**src/rtl/mem_access_pkg.sv**
```systemverilog
// Shared definitions for the data-memory access controller:
// default widths, request op encodings and controller states.
package mem_access_pkg;

    localparam int DEF_DATA_W = 8;
    localparam int DEF_ADDR_W = 4;

    // Wide enough to count READ_LAT cycles up to its legal maximum of 4
    localparam int LAT_CNT_W  = 3;

    typedef enum logic [1:0] {
        OP_LOAD  = 2'b00,
        OP_STORE = 2'b01,
        OP_COPY  = 2'b10,
        OP_RSVD  = 2'b11
    } op_t;

    typedef enum logic [2:0] {
        ST_IDLE,
        ST_RD,
        ST_WR,
        ST_VFY,
        ST_RESP
    } state_t;

endpackage

```
**src/rtl/mem_access_ctrl.sv**
```systemverilog
// Initiator side of the 16x8 data memory interface. Takes load/store/copy
// requests over a valid/ready handshake, drives r_w/enable/addresses/write
// data toward the memory bank and returns a response over valid/ready.
// r_w only drops to 0 for the single WR cycle of a store or copy.
// Optional feature macro: MEM_WRITE_VERIFY_EN (read back each write and flag
// a mismatch in rsp_err).
module mem_access_ctrl
    import mem_access_pkg::*;
#(
    parameter int DATA_W   = DEF_DATA_W,
    parameter int ADDR_W   = DEF_ADDR_W,
    parameter int READ_LAT = 1
) (
    input  logic              clk,
    input  logic              reset,
    input  logic              req_valid,
    output logic              req_ready,
    input  logic [1:0]        req_op,
    input  logic [ADDR_W-1:0] req_addr,
    input  logic [ADDR_W-1:0] req_addr2,
    input  logic [DATA_W-1:0] req_wdata,
    output logic              rsp_valid,
    input  logic              rsp_ready,
    output logic [DATA_W-1:0] rsp_data,
    output logic              rsp_err,
    output logic [ADDR_W-1:0] mem_addr_out,
    output logic [ADDR_W-1:0] mem_addr_in,
    output logic [DATA_W-1:0] mem_data_in,
    input  logic [DATA_W-1:0] mem_data_out,
    output logic              r_w,
    output logic              enable
);

    localparam logic [LAT_CNT_W-1:0] LAT_LAST = LAT_CNT_W'(READ_LAT - 1);

    state_t                r_state;
    op_t                   r_op;
    logic [ADDR_W-1:0]     r_addr2;
    logic [LAT_CNT_W-1:0]  r_lat_cnt;
    logic                  r_req_ready;
    logic                  r_rsp_valid;
    logic [DATA_W-1:0]     r_rsp_data;
    logic                  r_rsp_err;
    logic [ADDR_W-1:0]     r_mem_addr_out;
    logic [ADDR_W-1:0]     r_mem_addr_in;
    logic [DATA_W-1:0]     r_mem_data_in;
    logic                  r_rw;
    logic                  r_en;

    // Sequencer: state, latency counter and every output register move together
    always_ff @(posedge clk) begin
        if (reset) begin
            r_state        <= ST_IDLE;
            r_op           <= OP_LOAD;
            r_addr2        <= '0;
            r_lat_cnt      <= '0;
            r_req_ready    <= 1'b0;
            r_rsp_valid    <= 1'b0;
            r_rsp_data     <= '0;
            r_rsp_err      <= 1'b0;
            r_mem_addr_out <= '0;
            r_mem_addr_in  <= '0;
            r_mem_data_in  <= '0;
            r_rw           <= 1'b1;
            r_en           <= 1'b0;
        end else begin
            case (r_state)
                ST_IDLE: begin
                    r_req_ready <= 1'b1;
                    if (req_valid && r_req_ready) begin
                        r_op        <= op_t'(req_op);
                        r_addr2     <= req_addr2;
                        r_req_ready <= 1'b0;
                        case (op_t'(req_op))
                            OP_LOAD, OP_COPY: begin
                                r_state        <= ST_RD;
                                r_rw           <= 1'b1;
                                r_en           <= 1'b1;
                                r_mem_addr_out <= req_addr;
                                r_lat_cnt      <= '0;
                            end
                            OP_STORE: begin
                                r_state       <= ST_WR;
                                r_rw          <= 1'b0;
                                r_en          <= 1'b1;
                                r_mem_addr_in <= req_addr;
                                r_mem_data_in <= req_wdata;
                            end
                            default: begin
                                r_state     <= ST_RESP;
                                r_rsp_valid <= 1'b1;
                                r_rsp_data  <= '0;
                                r_rsp_err   <= 1'b1;
                            end
                        endcase
                    end
                end

                ST_RD: begin
                    if (r_lat_cnt == LAT_LAST) begin
                        if (r_op == OP_COPY) begin
                            // Captured byte goes straight into the write-data register
                            r_state       <= ST_WR;
                            r_rw          <= 1'b0;
                            r_mem_addr_in <= r_addr2;
                            r_mem_data_in <= mem_data_out;
                        end else begin
                            r_state     <= ST_RESP;
                            r_en        <= 1'b0;
                            r_rsp_valid <= 1'b1;
                            r_rsp_data  <= mem_data_out;
                            r_rsp_err   <= 1'b0;
                        end
                    end else begin
                        r_lat_cnt <= r_lat_cnt + 1'b1;
                    end
                end

                ST_WR: begin
                    r_rw <= 1'b1;
`ifdef MEM_WRITE_VERIFY_EN
                    r_state        <= ST_VFY;
                    r_mem_addr_out <= r_mem_addr_in;
                    r_lat_cnt      <= '0;
`else
                    r_state     <= ST_RESP;
                    r_en        <= 1'b0;
                    r_rsp_valid <= 1'b1;
                    r_rsp_data  <= r_mem_data_in;
                    r_rsp_err   <= 1'b0;
`endif
                end

`ifdef MEM_WRITE_VERIFY_EN
                ST_VFY: begin
                    if (r_lat_cnt == LAT_LAST) begin
                        r_state     <= ST_RESP;
                        r_en        <= 1'b0;
                        r_rsp_valid <= 1'b1;
                        r_rsp_data  <= r_mem_data_in;
                        r_rsp_err   <= (mem_data_out != r_mem_data_in);
                    end else begin
                        r_lat_cnt <= r_lat_cnt + 1'b1;
                    end
                end
`endif

                ST_RESP: begin
                    if (rsp_ready) begin
                        r_state     <= ST_IDLE;
                        r_rsp_valid <= 1'b0;
                        r_req_ready <= 1'b1;
                    end
                end

                default: begin
                    r_state     <= ST_IDLE;
                    r_rw        <= 1'b1;
                    r_en        <= 1'b0;
                    r_rsp_valid <= 1'b0;
                    r_req_ready <= 1'b0;
                end
            endcase
        end
    end

    assign req_ready    = r_req_ready;
    assign rsp_valid    = r_rsp_valid;
    assign rsp_data     = r_rsp_data;
    assign rsp_err      = r_rsp_err;
    assign mem_addr_out = r_mem_addr_out;
    assign mem_addr_in  = r_mem_addr_in;
    assign mem_data_in  = r_mem_data_in;
    assign r_w          = r_rw;
    assign enable       = r_en;

endmodule

```
**config.mk**
```make
export PLATFORM = sky130hd
export DESIGN_NAME = mem_access_ctrl
export DESIGN_NICKNAME = d
export VERILOG_FILES = /design/src/rtl/mem_access_pkg.sv /design/src/rtl/mem_access_ctrl.sv
export SDC_FILE = /design/constraint.sdc
export NUM_CORES = 1
export LEC_CHECK = 0
export BUFFER_PORTS_ARGS = -buffer_cell sky130_fd_sc_hd__clkbuf_2
export CAP_MARGIN = 0
export CORE_MARGIN = 2
export CORE_UTILIZATION = 25
export CTS_CLUSTER_DIAMETER = 50
export CTS_CLUSTER_SIZE = 16
export DETAILED_ROUTE_END_ITERATION = 12
export HOLD_SLACK_MARGIN = 0.02
export PLACE_DENSITY_LB_ADDON = 0.15
export SYNTH_ARGS = -nofsm -noshare
export SYNTH_HDL_FRONTEND = slang
export SYNTH_SLANG_ARGS = --single-unit
export TNS_END_PERCENT = 100
```
**constraint.sdc**
```tcl
create_clock -name clk -period 2.6 [get_ports clk]
set_input_delay 0.39 -clock clk [delete_from_list [all_inputs] [get_ports clk]]
set_output_delay 0.39 -clock clk [all_outputs]
set_load 0.01 [all_outputs]
```
After elaboration in Yosys (flattened, before gate mapping) --
Cells that the tools add are included.
Storage, ports and cells: input port bits 30, register bits 41, word-level logic and storage cells 97, output and inout port bits 29
Cells by class: equal/unequal tests 17, reduce and logical (&&, ||, !) cells 19, add/subtract/negate cells 1, bitwise operators 2, muxes and demuxes 45
Operators with widths (count):
- two-way mux 8 bit | 8
- AND reduction 5 bit | 5
- case mux 8 bit (3 select lines) | 1
- two-way mux 3 bit | 7
- two-way mux 4 bit | 4
- inequality test 2 bit, second input constant | 8
- case mux 8 bit (2 select lines) | 1
- two-way mux 1 bit | 14
- case mux 1 bit (3 select lines) | 4
- case mux 3 bit (2 select lines) | 2
- case mux 3 bit (4 select lines) | 1
- case mux 4 bit (2 select lines) | 1
- zero test 3 bit | 2
- AND reduction 3 bit | 2
- == test 2 bit, second input constant | 2
- inequality test 2 x 1 -> 1 bit, second input constant | 2
- case mux 1 bit (4 select lines) | 1
- AND reduction 2 bit | 2
- AND reduction 4 bit | 1
- OR reduction 2 bit | 2
- adder 3 x 1 -> 3 bit, second input constant | 1
- == test 3 x 1 -> 1 bit, second input constant | 1
- == test 3 x 2 -> 1 bit, second input constant | 1
- == test 3 bit, second input constant | 1
- 9 further kinds | 10

Depth between registers and ports, before layout --
Gate-level depths: netlist (run 1).
depth after elaboration 5, gate-level depth with buffers 7, mapped depth without buffers 6

Worst setup path after synthesis (run 1) --
No wires, ideal clock.
path kind reg2reg, start point reg r_lat_cnt[0], end point reg r_mem_data_in[5] (netlist: mem_data_in[5]), cell stages (with the launch flop) 8, clock period less this slack 1.561 ns, required time 2.509 ns, arrival time 1.471 ns, path buffers 1, setup time 0.091 ns, slack 1.039 ns, cells stage by stage dfxtp_1 > inv_1 > ha_1 > nor4bb_1 > a22o_2 > buf_6 > nor2_1 > a311oi_1
On the way: cells in the longest elaborated chain, start to end 3
Ends and longest elaborated chain:
- start: declaration | RTL line mem_access_ctrl.sv:39 | logic [LAT_CNT_W-1:0] r_lat_cnt;
- start signal: assignment | RTL line mem_access_ctrl.sv:115 | r_lat_cnt <= r_lat_cnt + 1'b1;
- zero test 3 bit | RTL line mem_access_ctrl.sv:100 | if (r_lat_cnt == LAT_LAST) begin
- inequality test 2 bit (no line)
- AND reduction 5 bit (no line)
- end signal: assignment | RTL line mem_access_ctrl.sv:87 | r_mem_data_in <= req_wdata;
- end signal: assignment | RTL line mem_access_ctrl.sv:106 | r_mem_data_in <= mem_data_out;
- end: declaration | RTL line mem_access_ctrl.sv:46 | logic [DATA_W-1:0] r_mem_data_in;
No other way between the ends. A chain may end at the register's enable or synchronous reset.

Worst setup path in the final report (run 1) --
start point reg r_state[0], end point reg r_mem_data_in[2] (netlist: mem_data_in[2])
On the way: cells in the longest elaborated chain, start to end 3, elaborated cells between the ends (all ways) 9, classes of those cells 5 x eq/ne; 1 x mux; 3 x reduce/logical
Ends and longest elaborated chain:
- start: declaration | RTL line mem_access_ctrl.sv:36 | state_t r_state;
- start signal: assignment | RTL line mem_access_ctrl.sv:53 | r_state <= ST_IDLE;
- start signal: assignment | RTL line mem_access_ctrl.sv:76 | r_state <= ST_RD;
- start signal: assignment | RTL line mem_access_ctrl.sv:83 | r_state <= ST_WR;
- == test 3 x 1 -> 1 bit / zero test 3 bit (equally long branches) | RTL line mem_access_ctrl.sv:67 | case (r_state)
- inequality test 2 bit (no line) (tied with other cells)
- AND reduction 5 bit (no line)
Several ways; a longest one is shown, not always the timed one.

==> results of run 1 <==
==> cells in the final DEF (no fill, tap or decap), types with 2 or more instances in the layout <==
master,n
sky130_fd_sc_hd__clkinv_2,2
sky130_fd_sc_hd__o41ai_2,8
sky130_fd_sc_hd__a21oi_1,11
sky130_fd_sc_hd__a22oi_1,8
sky130_fd_sc_hd__or3b_1,2
sky130_fd_sc_hd__nor2_1,21
sky130_fd_sc_hd__clkbuf_2,58
sky130_fd_sc_hd__o21ai_1,2
sky130_fd_sc_hd__nor2b_1,13
sky130_fd_sc_hd__mux2i_1,9
sky130_fd_sc_hd__inv_1,4
sky130_fd_sc_hd__a21o_1,2
sky130_fd_sc_hd__buf_4,7
sky130_fd_sc_hd__nand2_1,40
sky130_fd_sc_hd__o21ai_0,11
sky130_fd_sc_hd__dfxtp_1,41
sky130_fd_sc_hd__a22o_2,2
sky130_fd_sc_hd__a311oi_1,12
sky130_fd_sc_hd__clkbuf_8,5
sky130_fd_sc_hd__nand2b_1,4
sky130_fd_sc_hd__ha_1,2
sky130_fd_sc_hd__nand3_1,6
sky130_fd_sc_hd__nor3_1,2
==> cell families (layout without fill, tap and decap cells) <==
family | after synthesis | in the layout
fa+ha+maj | 2 | 2
simple gates | 101 | 101
flops | 41 | 41
buf+inv | 23 | 77
compound gates | 61 | 61
mux | 9 | 9
==> synth_stat cells (7+ instances only) <==
cell / count
sky130_fd_sc_hd__dfxtp_1: 41
sky130_fd_sc_hd__nand2_1: 40
sky130_fd_sc_hd__nor2_1: 21
sky130_fd_sc_hd__nor2b_1: 13
sky130_fd_sc_hd__a311oi_1: 12
sky130_fd_sc_hd__a21oi_1: 11
sky130_fd_sc_hd__o21ai_0: 11
sky130_fd_sc_hd__mux2i_1: 9
sky130_fd_sc_hd__a22oi_1: 8
sky130_fd_sc_hd__buf_2: 8
sky130_fd_sc_hd__o41ai_2: 8
sky130_fd_sc_hd__clkbuf_1: 7
==> flip-flops by register name (all words and copies together) (netlist names) <==
register / count
r_addr2: 4
r_w: 1
enable: 1
mem_data_in: 8
mem_addr_in: 4
r_lat_cnt: 3
rsp_data: 8
r_state: 3
r_op: 2
rsp_valid: 1
mem_addr_out: 4
req_ready: 1
rsp_err: 1
==> cell type report <==
cell class	instances	area share (%)
clock buffer	5	2.74
clock inverter	3	0.698
inverter	4	0.598
multi-input combinational	173	44.4
sequential	41	32.7
tap	105	5.23
timing repair buffer	65	13.7
==> where the power goes <==
| part | total [uW] | leakage, uW | switching (uW) | internal [uW] |
|---|---|---|---|---|
| Sequential | 697 | 0.000333 | 34.1 | 663 |
| Clock | 426 | 0.0000439 | 240 | 186 |
| Combinational | 271 | 0.000688 | 162 | 109 |
| Total | 1390 | 0.00106 | 436 | 958 |
==> routing by layer <==
layer / GRT usage [%] / wire length [um]
met1: 17.7 / 2840
met2: 21.1 / 2610
met3: 3.43 / 287
met4: 3.26 / 42
met5: 0 / 0
==> worst max-delay path: stages, from the launching register on <==
cell	delay [ps]
sky130_fd_sc_hd__dfxtp_1	630
sky130_fd_sc_hd__nor3b_4	540
sky130_fd_sc_hd__a22o_2	550
sky130_fd_sc_hd__nor2_1	70
sky130_fd_sc_hd__a311oi_1	260
==> per-stage QoR <==
stage	hold slack (ps)	setup WS, ps	cell area (um2)	cells	total power (uW)
6_report	326	450	2510	396	1390
5_1_grt	327	200	2510	396	1480
4_1_cts	322	447	2510	396	1420
3_5_place_dp	452	465	2420	388	985
3_3_place_gp	450	516	2420	388	986
2_1_floorplan	454	1040	2050	237	889
==> how the worst min path moves through the flow <==
stage                    start              end  slack [ps]  depth (start not counted)
3_5_place_dp   mem_addr_out[2]  mem_addr_out[2]         450                          2
5_1_grt           req_wdata[6]   mem_data_in[6]         330                          3
6_report          req_addr2[0]       r_addr2[0]         330                          3
2_1_floorplan     r_lat_cnt[2]     r_lat_cnt[2]         450                          2
4_1_cts           req_addr2[0]       r_addr2[0]         320                          3
3_3_place_gp   mem_addr_out[2]  mem_addr_out[2]         450                          2
==> reports/summary.log, run 1 <==
qor: yosys.fraction_of_the_mapped_netlist_area_in_compound_gates 24.0%
qor: routing.route.detailed.wl_per_inst 14.6 um
qor: clocking.ctsHoldBuffers 0
qor: worst_setup_path.critical_path_required 2800 ps
qor: routing.drt_wl_total 5.78 mm
qor: finish.num_antenna_cells 0
qor: routing.detail_route.drc_violations 0
qor: yosys.postSynthAreaPerCell 8.67 um2
qor: global_routing.groute.usage.overall 13.2%
qor: clocking.tritoncts_clock_tree done
qor: worst_setup_path.ff2ff_setup_slack 450 ps
qor: global_routing.grt_first_pass_wirelength 9.18 mm
qor: finish.multi_input_comb_area 1110 um2
qor: sta.skew 5.44 ps
qor: place.buffers_on_ports 58
qor: worst_setup_path.timing.critical_path.from_type register
qor: yosys.synth_largest_type_area_fraction 40.0%
qor: yosys.ys_async_sr_fraction 0%
qor: sta.min_period 2150 ps
qor: job.maxCapViolCount 0
qor: worst_setup_path.setup.worst_path.class register to register
qor: clocking.cts_inserted_buffers 5
qor: die.start_util 25.4%
qor: routing.dr.pass1.iters 4
qor: clocking.cts_sinks 41
qor: yosys.synth_cell_area 2050 um2
qor: sta.maxClockFrequency 465 MHz
qor: finish.drive_gt1_share 29.2%
qor: finish.combined_flip_flop_and_latch_cell_area 821 um2
qor: clocking.clkLatencyLatePin 290 ps
qor: sta.grt_setup_unrepaired no
qor: die.row_count 33
qor: die.die_h 94.7 um
qor: worst_setup_path.timing.critical_path.to_type register
qor: global_routing.antenna_found_initial 0
qor: die.ioPinCount 59
qor: finish.number_of_nets_in_the_layout 322
qor: yosys.yosys.area_share.adder 1.22%
qor: sta.setup_viol_count_final 0
qor: die.die-area 8960 um2
qor: finish.area_growth_syn_to_layout 22.2%
qor: sta.timing.final.hold_violations 0
qor: routing.vias 1890
qor: die.fp.dieW 94.7 um
qor: pwr.static-leakage-power 0.00106 uW
qor: clocking.cts-root-to-sink-buffers 2
qor: clocking.post_cts_resize_count 0
qor: clocking.htree_num_levels 2
qor: hold_path.worstHoldPathType input port to register
qor: yosys.post_synth_num_cell_types 41
qor: run_status.run_status finished clean
qor: yosys.synth_top_family_by_area simple AND/OR/NAND/NOR gates
qor: yosys.netlist_top_cells_area sky130_fd_sc_hd__dfxtp_1 40%, sky130_fd_sc_hd__nand2_1 7.3%, sky130_fd_sc_hd__o41ai_2 6.3%
qor: place.hpwlAfterDp 4.15 mm
qor: yosys.syn_inst 237
qor: yosys.synth_top_cell_by_area sky130_fd_sc_hd__dfxtp_1
qor: yosys.ys.warnings.count 0
qor: clocking.post_cts.repair.setup_buffers 0
qor: routing.viasPerCell 4.77
qor: sta.total_negative_setup_slacks 0 ps
qor: sta.tightestPinTransition 703 ps
qor: worst_setup_path.data_arrival_time_of_the_worst_path 2350 ps
qor: yosys.yosysSeqAreaShare 40.0%
qor: routing.drt_first_iter_violations 80
qor: routing.route.antenna.remaining_nets 0
qor: global_routing.grt_pass1_vias 1850
qor: yosys.synthSimpleGateAreaFrac 24.7%
qor: yosys.synth-seq-cells 41
qor: die.core_area 8090 um2
qor: worst_setup_path.cp-endpoint mem_data_in[2]
qor: clocking.clkSlewWorstSetupHoldPaths 90 ps
qor: yosys.synth_enable_flop_cells 0
qor: place.gp_congestion 0.756
qor: worst_setup_path.critical_path.max_fanout 25
qor: sta.maxSlewViolCount 0
qor: worst_setup_path.worstSetupStartpoint r_state[0]
qor: yosys.syn_nets 269
qor: global_routing.grt_overflow_total 0
qor: sta.worst_relative_slew_slack 53.0%
qor: pwr.power.density_cell_area 555 nW/um2
qor: sta.period_share 82.7%
qor: pwr.max-vdd-ir-drop 0.234 mV
qor: worst_setup_path.r2r-start r_state[0]
qor: global_routing.grt_max_degree 26
qor: worst_setup_path.critical_path.reg2reg.endpoint mem_data_in[2]
qor: worst_setup_path.r2r_cells 4
qor: clocking.root_buffer sky130_fd_sc_hd__clkbuf_8
qor: finish.fillerInstances 910
qor: yosys.yosys_most_used_dff sky130_fd_sc_hd__dfxtp_1
qor: yosys.synth.area.mux_share 4.38%
qor: finish.utilization 31.0%
qor: yosys.xor_xnor_cell_area_share_of_the_yosys_netlist 0%
Power figures use the tool's default switching activity.
==> run 2: changes to the inputs <==
==> constraint.sdc (replaced) <==
create_clock -name clk -period 1.8 [get_ports clk]
set_input_delay 0.27 -clock clk [delete_from_list [all_inputs] [get_ports clk]]
set_output_delay 0.27 -clock clk [all_outputs]
set_load 0.01 [all_outputs]
==> reports/summary.log, run 2 (synthesized netlist as in run 1, its figures left out) <==
qor: run_status.run_status finished clean [unchanged]
qor: clocking.ctsHoldBuffers 0 [unchanged]
qor: pwr.power.density_cell_area 779 nW/um2 [was 555 nW/um2]
qor: worst_setup_path.critical_path.reg2reg.endpoint rsp_err [was mem_data_in[2]]
qor: hold_path.hp-start req_addr2[2] [was req_addr2[0]]
qor: sta.total_negative_setup_slacks 0 ps [unchanged]
qor: place.hpwlAfterDp 4.44 mm [was 4.15 mm]
qor: die.die-area 8960 um2 [unchanged]
qor: worst_setup_path.ff2ff_setup_slack 160 ps [was 450 ps]
qor: routing.viasPerCell 4.80 [was 4.77]
qor: worst_setup_path.r2r-start req_ready [was r_state[0]]
qor: die.row_count 33 [unchanged]
qor: sta.maxClockFrequency 609 MHz [was 465 MHz]
qor: global_routing.grt_overflow_total 0 [unchanged]
qor: worst_setup_path.r2r_cells 5 [was 4]
qor: die.start_util 25.4% [unchanged]
qor: global_routing.grt_max_degree 28 [was 26]
qor: clocking.post_cts.repair.setup_buffers 0 [unchanged]
qor: finish.layout_commonest_cell sky130_fd_sc_hd__clkbuf_2 [unchanged]
qor: clocking.htree_num_levels 2 [unchanged]
qor: routing.route.detailed.wl_per_inst 14.6 um [about the same]
qor: routing.detail_route.drc_violations 0 [unchanged]
qor: hold_path.hold_end r_addr2[2] [was r_addr2[0]]
qor: finish.commonest_cells_after_routing_fill_and_taps_aside 58 x sky130_fd_sc_hd__clkbuf_2, 41 x sky130_fd_sc_hd__dfxtp_1, 40 x sky130_fd_sc_hd__nand2_1, 21 x sky130_fd_sc_hd__nor2_1, 19 x sky130_fd_sc_hd__buf_4 [was 58 x sky130_fd_sc_hd__clkbuf_2, 41 x sky130_fd_sc_hd__dfxtp_1, 40 x sky130_fd_sc_hd__nand2_1, 21 x sky130_fd_sc_hd__nor2_1, 13 x sky130_fd_sc_hd__nor2b_1]
qor: hold_path.worstHoldPathType input port to register [unchanged]
qor: pwr.static-leakage-power 0.00113 uW [was 0.00106 uW]
qor: global_routing.grt_first_pass_wirelength 9.48 mm [was 9.18 mm]
qor: clocking.cts_inserted_buffers 5 [unchanged]
qor: routing.route.antenna.remaining_nets 0 [unchanged]
qor: finish.utilization 32.6% [was 31.0%]
qor: sta.worst_hold_slack 213 ps [was 326 ps]
qor: routing.drt_wl_total 5.98 mm [was 5.78 mm]
qor: sta.skew 3.60 ps [was 5.44 ps]
qor: worst_setup_path.setup.worst_path.class register to register [unchanged]
qor: worst_setup_path.timing.critical_path.from_type register [unchanged]
qor: place.gp_congestion 0.728 [was 0.756]
qor: global_routing.grt_pass1_vias 1878 [was 1850]
qor: hold_path.hold_depth 3 [unchanged]
qor: job.maxCapViolCount 0 [unchanged]
qor: clocking.cts-root-to-sink-buffers 2 [unchanged]
qor: worst_setup_path.critical_path_required 2030 ps [was 2800 ps]
qor: worst_setup_path.data_arrival_time_of_the_worst_path 1870 ps [was 2350 ps]
qor: sta.tightestPinTransition 453 ps [was 703 ps]
qor: place.placed_cells 401 [was 388]
qor: sta.period_share 91.3% [was 82.7%]
qor: sta.worst_relative_slew_slack 69.8% [was 53.0%]
qor: clocking.root_buffer sky130_fd_sc_hd__clkbuf_8 [unchanged]
qor: finish.area_growth_syn_to_layout 28.4% [was 22.2%]
qor: clocking.cts_sinks 41 [unchanged]
qor: place.buffers_on_ports 58 [unchanged]
qor: finish.number_of_nets_in_the_layout 335 [was 322]
qor: routing.drt_first_iter_violations 105 [was 80]
qor: finish.num_antenna_cells 0 [unchanged]
qor: die.ioPinCount 59 [unchanged]
qor: clocking.tritoncts_clock_tree done [unchanged]
qor: worst_setup_path.critical_path.max_fanout 10 [was 25]
qor: routing.dr.pass1.iters 4 [unchanged]
qor: die.core_area 8090 um2 [unchanged]
qor: worst_setup_path.timing.critical_path.to_type register [unchanged]
qor: clocking.clkLatencyLatePin 290 ps [about the same]
qor: pwr.max-vdd-ir-drop 0.361 mV [was 0.234 mV]
qor: sta.timing.final.hold_violations 0 [unchanged]
qor: routing.vias 1962 [was 1890]
qor: finish.drive_gt1_share 32.6% [was 29.2%]
qor: sta.min_period 1640 ps [was 2150 ps]
qor: pwr.p_total 2050 uW [was 1390 uW]
qor: die.die_h 94.7 um [unchanged]
qor: global_routing.antenna_found_initial 0 [unchanged]
qor: global_routing.groute.usage.overall 13.7% [was 13.2%]
qor: sta.maxSlewViolCount 0 [unchanged]
qor: finish.stdcell_count 409 [was 396]
qor: sta.setup_viol_count_final 0 [unchanged]
qor: clocking.clkSlewWorstSetupHoldPaths 80 ps [was 90 ps]
qor: die.fp.dieW 94.7 um [unchanged]
qor: sta.grt_setup_unrepaired no [unchanged]
run 2: changes by cell type in the layout (fill, tap and decap cells not counted), sizes merged:
| cell | delta |
|---|---|
| buf | +13 |
| clkbuf | +2 |
| clkinv | -2 |
run 2: where the power goes:
group	internal [uW]	switching, uW
sequential	957	43.4
clock	275	332
combinational	196	252
total	1430	627
run 2: worst max-delay path by stage:
stage | startpoint | to | cells past startpoint
global route | r_state[2] | r_lat_cnt[0] | 5
CTS | r_lat_cnt[0] | rsp_data[6] | 6
floorplan | r_lat_cnt[0] | mem_data_in[5] | 7
global placement | r_lat_cnt[0] | mem_addr_in[2] | 7
detailed placement | r_lat_cnt[0] | mem_addr_in[1] | 7
finish | req_ready | rsp_err | 5
run 2: layout make-up:
| class | count | area, um2 |
|---|---|---|
| clock buffers | 7 | 76.3 |
| clock inverters | 1 | 7.51 |
| fillers | 902 | 5450 |
| inverters | 4 | 15.0 |
| multi-input cells | 173 | 1130 |
| flip-flops and latches | 41 | 821 |
| well taps | 105 | 131 |
| repair buffers | 78 | 453 |
run 2: timing repair:
action,in CTS,in global routing
pin swaps,0,2
endpoints found under the setup margin,1,21
gates resized for setup,1,4
endpoints found under the hold margin,0,0
run 2: per-stage QoR:
| stage | setup WS (ps) | cell area [um2] |
|---|---|---|
| finish | 157 | 2640 |
| global route | 3.28 | 2640 |
| CTS | 53.0 | 2630 |
| detailed placement | 33.4 | 2530 |
| global placement | 49.1 | 2530 |
| floorplan | 239 | 2050 |
run 2: per-layer routing:
metal | vias up | track usage [%] | part of all wire (%)
li1 | 976 | - | -
met1 | 930 | 18.1 | 48
met2 | 50 | 22.3 | 46
met3 | 6 | 3.59 | 5.1
met4 | 0 | 3.26 | 0.84
met5 | - | 0 | 0
run 2: worst max-delay path, stage by stage, from the launching register on:
cell	delay, ps
sky130_fd_sc_hd__dfxtp_1	420
sky130_fd_sc_hd__nand4_1	150
sky130_fd_sc_hd__o221a_1	290
sky130_fd_sc_hd__buf_4	170
sky130_fd_sc_hd__or4_1	400
sky130_fd_sc_hd__a21oi_1	140
==> run 3: changes to the inputs <==
--- a/config.mk
+++ b/config.mk
@@ -12,6 +12,7 @@
 export CTS_CLUSTER_DIAMETER = 50
 export CTS_CLUSTER_SIZE = 16
 export DETAILED_ROUTE_END_ITERATION = 12
+export GPL_TIMING_DRIVEN = 0
 export HOLD_SLACK_MARGIN = 0.02
 export PLACE_DENSITY_LB_ADDON = 0.15
 export SYNTH_ARGS = -nofsm -noshare
==> reports/summary.log, run 3 (synthesized netlist as in run 1, its figures left out) <==
qor: die.core_area 8090 um2 [unchanged]
qor: global_routing.groute.usage.overall 14.3% [was 13.7%]
qor: global_routing.grt_pass1_vias 1975 [was 1878]
qor: worst_setup_path.setup.worst_path.class register to register [unchanged]
qor: die.row_count 33 [unchanged]
qor: global_routing.grt_max_degree 13 [was 28]
qor: place.gp_congestion 0.764 [was 0.728]
qor: routing.dr.pass1.iters 4 [unchanged]
qor: clocking.cts-root-to-sink-buffers 2 [unchanged]
qor: die.ioPinCount 59 [unchanged]
qor: finish.fillerInstances 906 [was 902]
qor: clocking.htree_num_levels 2 [unchanged]
qor: sta.setup_viol_count_final 0 [unchanged]
qor: routing.drt_first_iter_violations 78 [was 105]
qor: place.buffers_on_ports 58 [unchanged]
qor: pwr.p_total 2240 uW [was 2050 uW]
qor: worst_setup_path.timing.critical_path.max_delay_family simple AND/OR/NAND/NOR gates [unchanged]
qor: clocking.clkSlewWorstSetupHoldPaths 80 ps [about the same]
qor: worst_setup_path.timing.critical_path.to_type register [unchanged]
qor: finish.utilization 33.3% [was 32.6%]
qor: sta.period_share 94.6% [was 91.3%]
qor: sta.min_period 1700 ps [was 1640 ps]
qor: place.hpwlAfterDp 4.58 mm [was 4.44 mm]
qor: die.fp.dieW 94.7 um [unchanged]
qor: die.start_util 25.4% [unchanged]
qor: sta.worst_relative_slew_slack 51.4% [was 69.8%]
qor: hold_path.hold_depth 3 [unchanged]
qor: clocking.cts_sinks 41 [unchanged]
qor: global_routing.grt_overflow_total 0 [unchanged]
qor: global_routing.antenna_found_initial 0 [unchanged]
qor: die.die-area 8960 um2 [unchanged]
qor: finish.number_of_nets_in_the_layout 338 [was 335]
qor: clocking.tritoncts_clock_tree done [unchanged]
qor: routing.vias 1949 [was 1962]
qor: worst_setup_path.data_arrival_time_of_the_worst_path 1920 ps [was 1870 ps]
qor: sta.tightestPinTransition 730 ps [was 453 ps]
qor: routing.route.detailed.wl_per_inst 15.0 um [was 14.6 um]
qor: clocking.root_buffer sky130_fd_sc_hd__clkbuf_8 [unchanged]
qor: pwr.max-vdd-ir-drop 0.434 mV [was 0.361 mV]
qor: finish.drive_gt1_share 33.2% [was 32.6%]
qor: worst_setup_path.levels_on_crit_path 5 [unchanged]
qor: run_status.run_status finished clean [unchanged]
qor: routing.route.antenna.remaining_nets 0 [unchanged]
qor: sta.grt_setup_unrepaired no [unchanged]
qor: finish.commonest_cells_after_routing_fill_and_taps_aside 59 x sky130_fd_sc_hd__clkbuf_2, 40 x sky130_fd_sc_hd__nand2_1, 40 x sky130_fd_sc_hd__dfxtp_1, 20 x sky130_fd_sc_hd__nor2_1, 13 x sky130_fd_sc_hd__nor2b_1 [was 58 x sky130_fd_sc_hd__clkbuf_2, 41 x sky130_fd_sc_hd__dfxtp_1, 40 x sky130_fd_sc_hd__nand2_1, 21 x sky130_fd_sc_hd__nor2_1, 19 x sky130_fd_sc_hd__buf_4]
qor: finish.area_growth_syn_to_layout 31.4% [was 28.4%]
qor: worst_setup_path.critical_path_slowest_stage_cell sky130_fd_sc_hd__or4_1 [was sky130_fd_sc_hd__dfxtp_1]
qor: worst_setup_path.cp_slowest_stage_delay 520 ps [was 420 ps]
qor: sta.maxClockFrequency 587 MHz [was 609 MHz]
qor: sta.timing.final.hold_violations 0 [unchanged]
qor: clocking.cts_inserted_buffers 5 [unchanged]
qor: worst_setup_path.critical_path.n_buffers_inverters 2 [was 1]
qor: worst_setup_path.timing.critical_path.from_type register [unchanged]
qor: finish.layout_commonest_cell sky130_fd_sc_hd__clkbuf_2 [unchanged]
qor: routing.drt_wl_total 6.17 mm [was 5.98 mm]
qor: worst_setup_path.path_cells clkbuf_4 -> nor2b_1 -> buf_1 -> or4_1 -> a21oi_1 [was nand4_1 -> o221a_1 -> buf_4 -> or4_1 -> a21oi_1]
qor: routing.detail_route.drc_violations 0 [unchanged]
qor: die.die_h 94.7 um [unchanged]
qor: clocking.ctsHoldBuffers 0 [unchanged]
qor: worst_setup_path.critical_path_required 2020 ps [was 2030 ps]
qor: worst_setup_path.r2r_cells 5 [unchanged]
qor: pwr.static-leakage-power 0.00116 uW [was 0.00113 uW]
qor: sta.total_negative_setup_slacks 0 ps [unchanged]
qor: worst_setup_path.critical_path.max_fanout 10 [unchanged]
qor: hold_path.worstHoldPathType input port to register [unchanged]
qor: finish.num_antenna_cells 0 [unchanged]
qor: pwr.power.density_cell_area 829 nW/um2 [was 779 nW/um2]
qor: job.maxCapViolCount 0 [unchanged]
qor: routing.viasPerCell 4.73 [was 4.80]
qor: sta.maxSlewViolCount 0 [unchanged]
qor: global_routing.grt_first_pass_wirelength 10.1 mm [was 9.48 mm]
qor: clocking.clkLatencyLatePin 290 ps [about the same]
qor: sta.skew 7.10 ps [was 3.60 ps]
run 3: area by class of cell:
cell class                      instances  area (um2)  area share [%]
Multi-Input combinational cell        173        1180            43.8
Sequential cell                        41         822            30.5
Timing Repair Buffer                   63         328            12.1
Tap cell                              105         131            4.87
Buffer                                 18         104            3.85
Clock buffer                            7        86.3            3.20
Clock inverter                          1        30.0            1.11
Inverter                                4        15.0           0.556
run 3: worst paths after layout:
check,from,to,slack (ps)
setup / recovery,r_state[1],rsp_err,100
hold / removal,req_addr2[3],r_addr2[3],220
setup reg to reg,r_state[1],rsp_err,100
hold reg to reg,mem_addr_out[3],mem_addr_out[3],460
run 3: tightest hold or removal path, cell delays in order:
cell	delay (ps)
sky130_fd_sc_hd__clkbuf_2	80
sky130_fd_sc_hd__mux2i_1	50
sky130_fd_sc_hd__nor2_1	70
run 3: power breakdown:
| part | internal (uW) | switching [uW] | total (uW) |
|---|---|---|---|
| clock network | 453 | 332 | 785 |
| registers | 957 | 39.9 | 997 |
| logic | 193 | 262 | 455 |
| total | 1600 | 634 | 2240 |
run 3: metrics by stage:
stage                     std cells  hold slack (ps)  setup WS, ps  instance area (um2)
after floorplan                 237              417           239                 2050
after global placement          400              449          -101                 2480
after detailed placement        400              451          -104                 2480
after CTS                       410              211          8.62                 2620
after global routing            412              225          2.82                 2700
final                           412              221          97.4                 2700
run 3: metal layers:
metal	vias to the layer above	part of all wire, %	track usage, %
met5	-	0	0
met4	0	0.41	2.54
met3	2	5.1	3.51
met2	44	46	23.3
met1	913	48	19.3
li1	990	-	-
run 3: what timing repair did:
action / CTS / global route
endpoints found under the setup margin: 14 / 31
setup buffers: 2 / 3
resized for setup: 3 / 11
pin swaps: 1 / 3
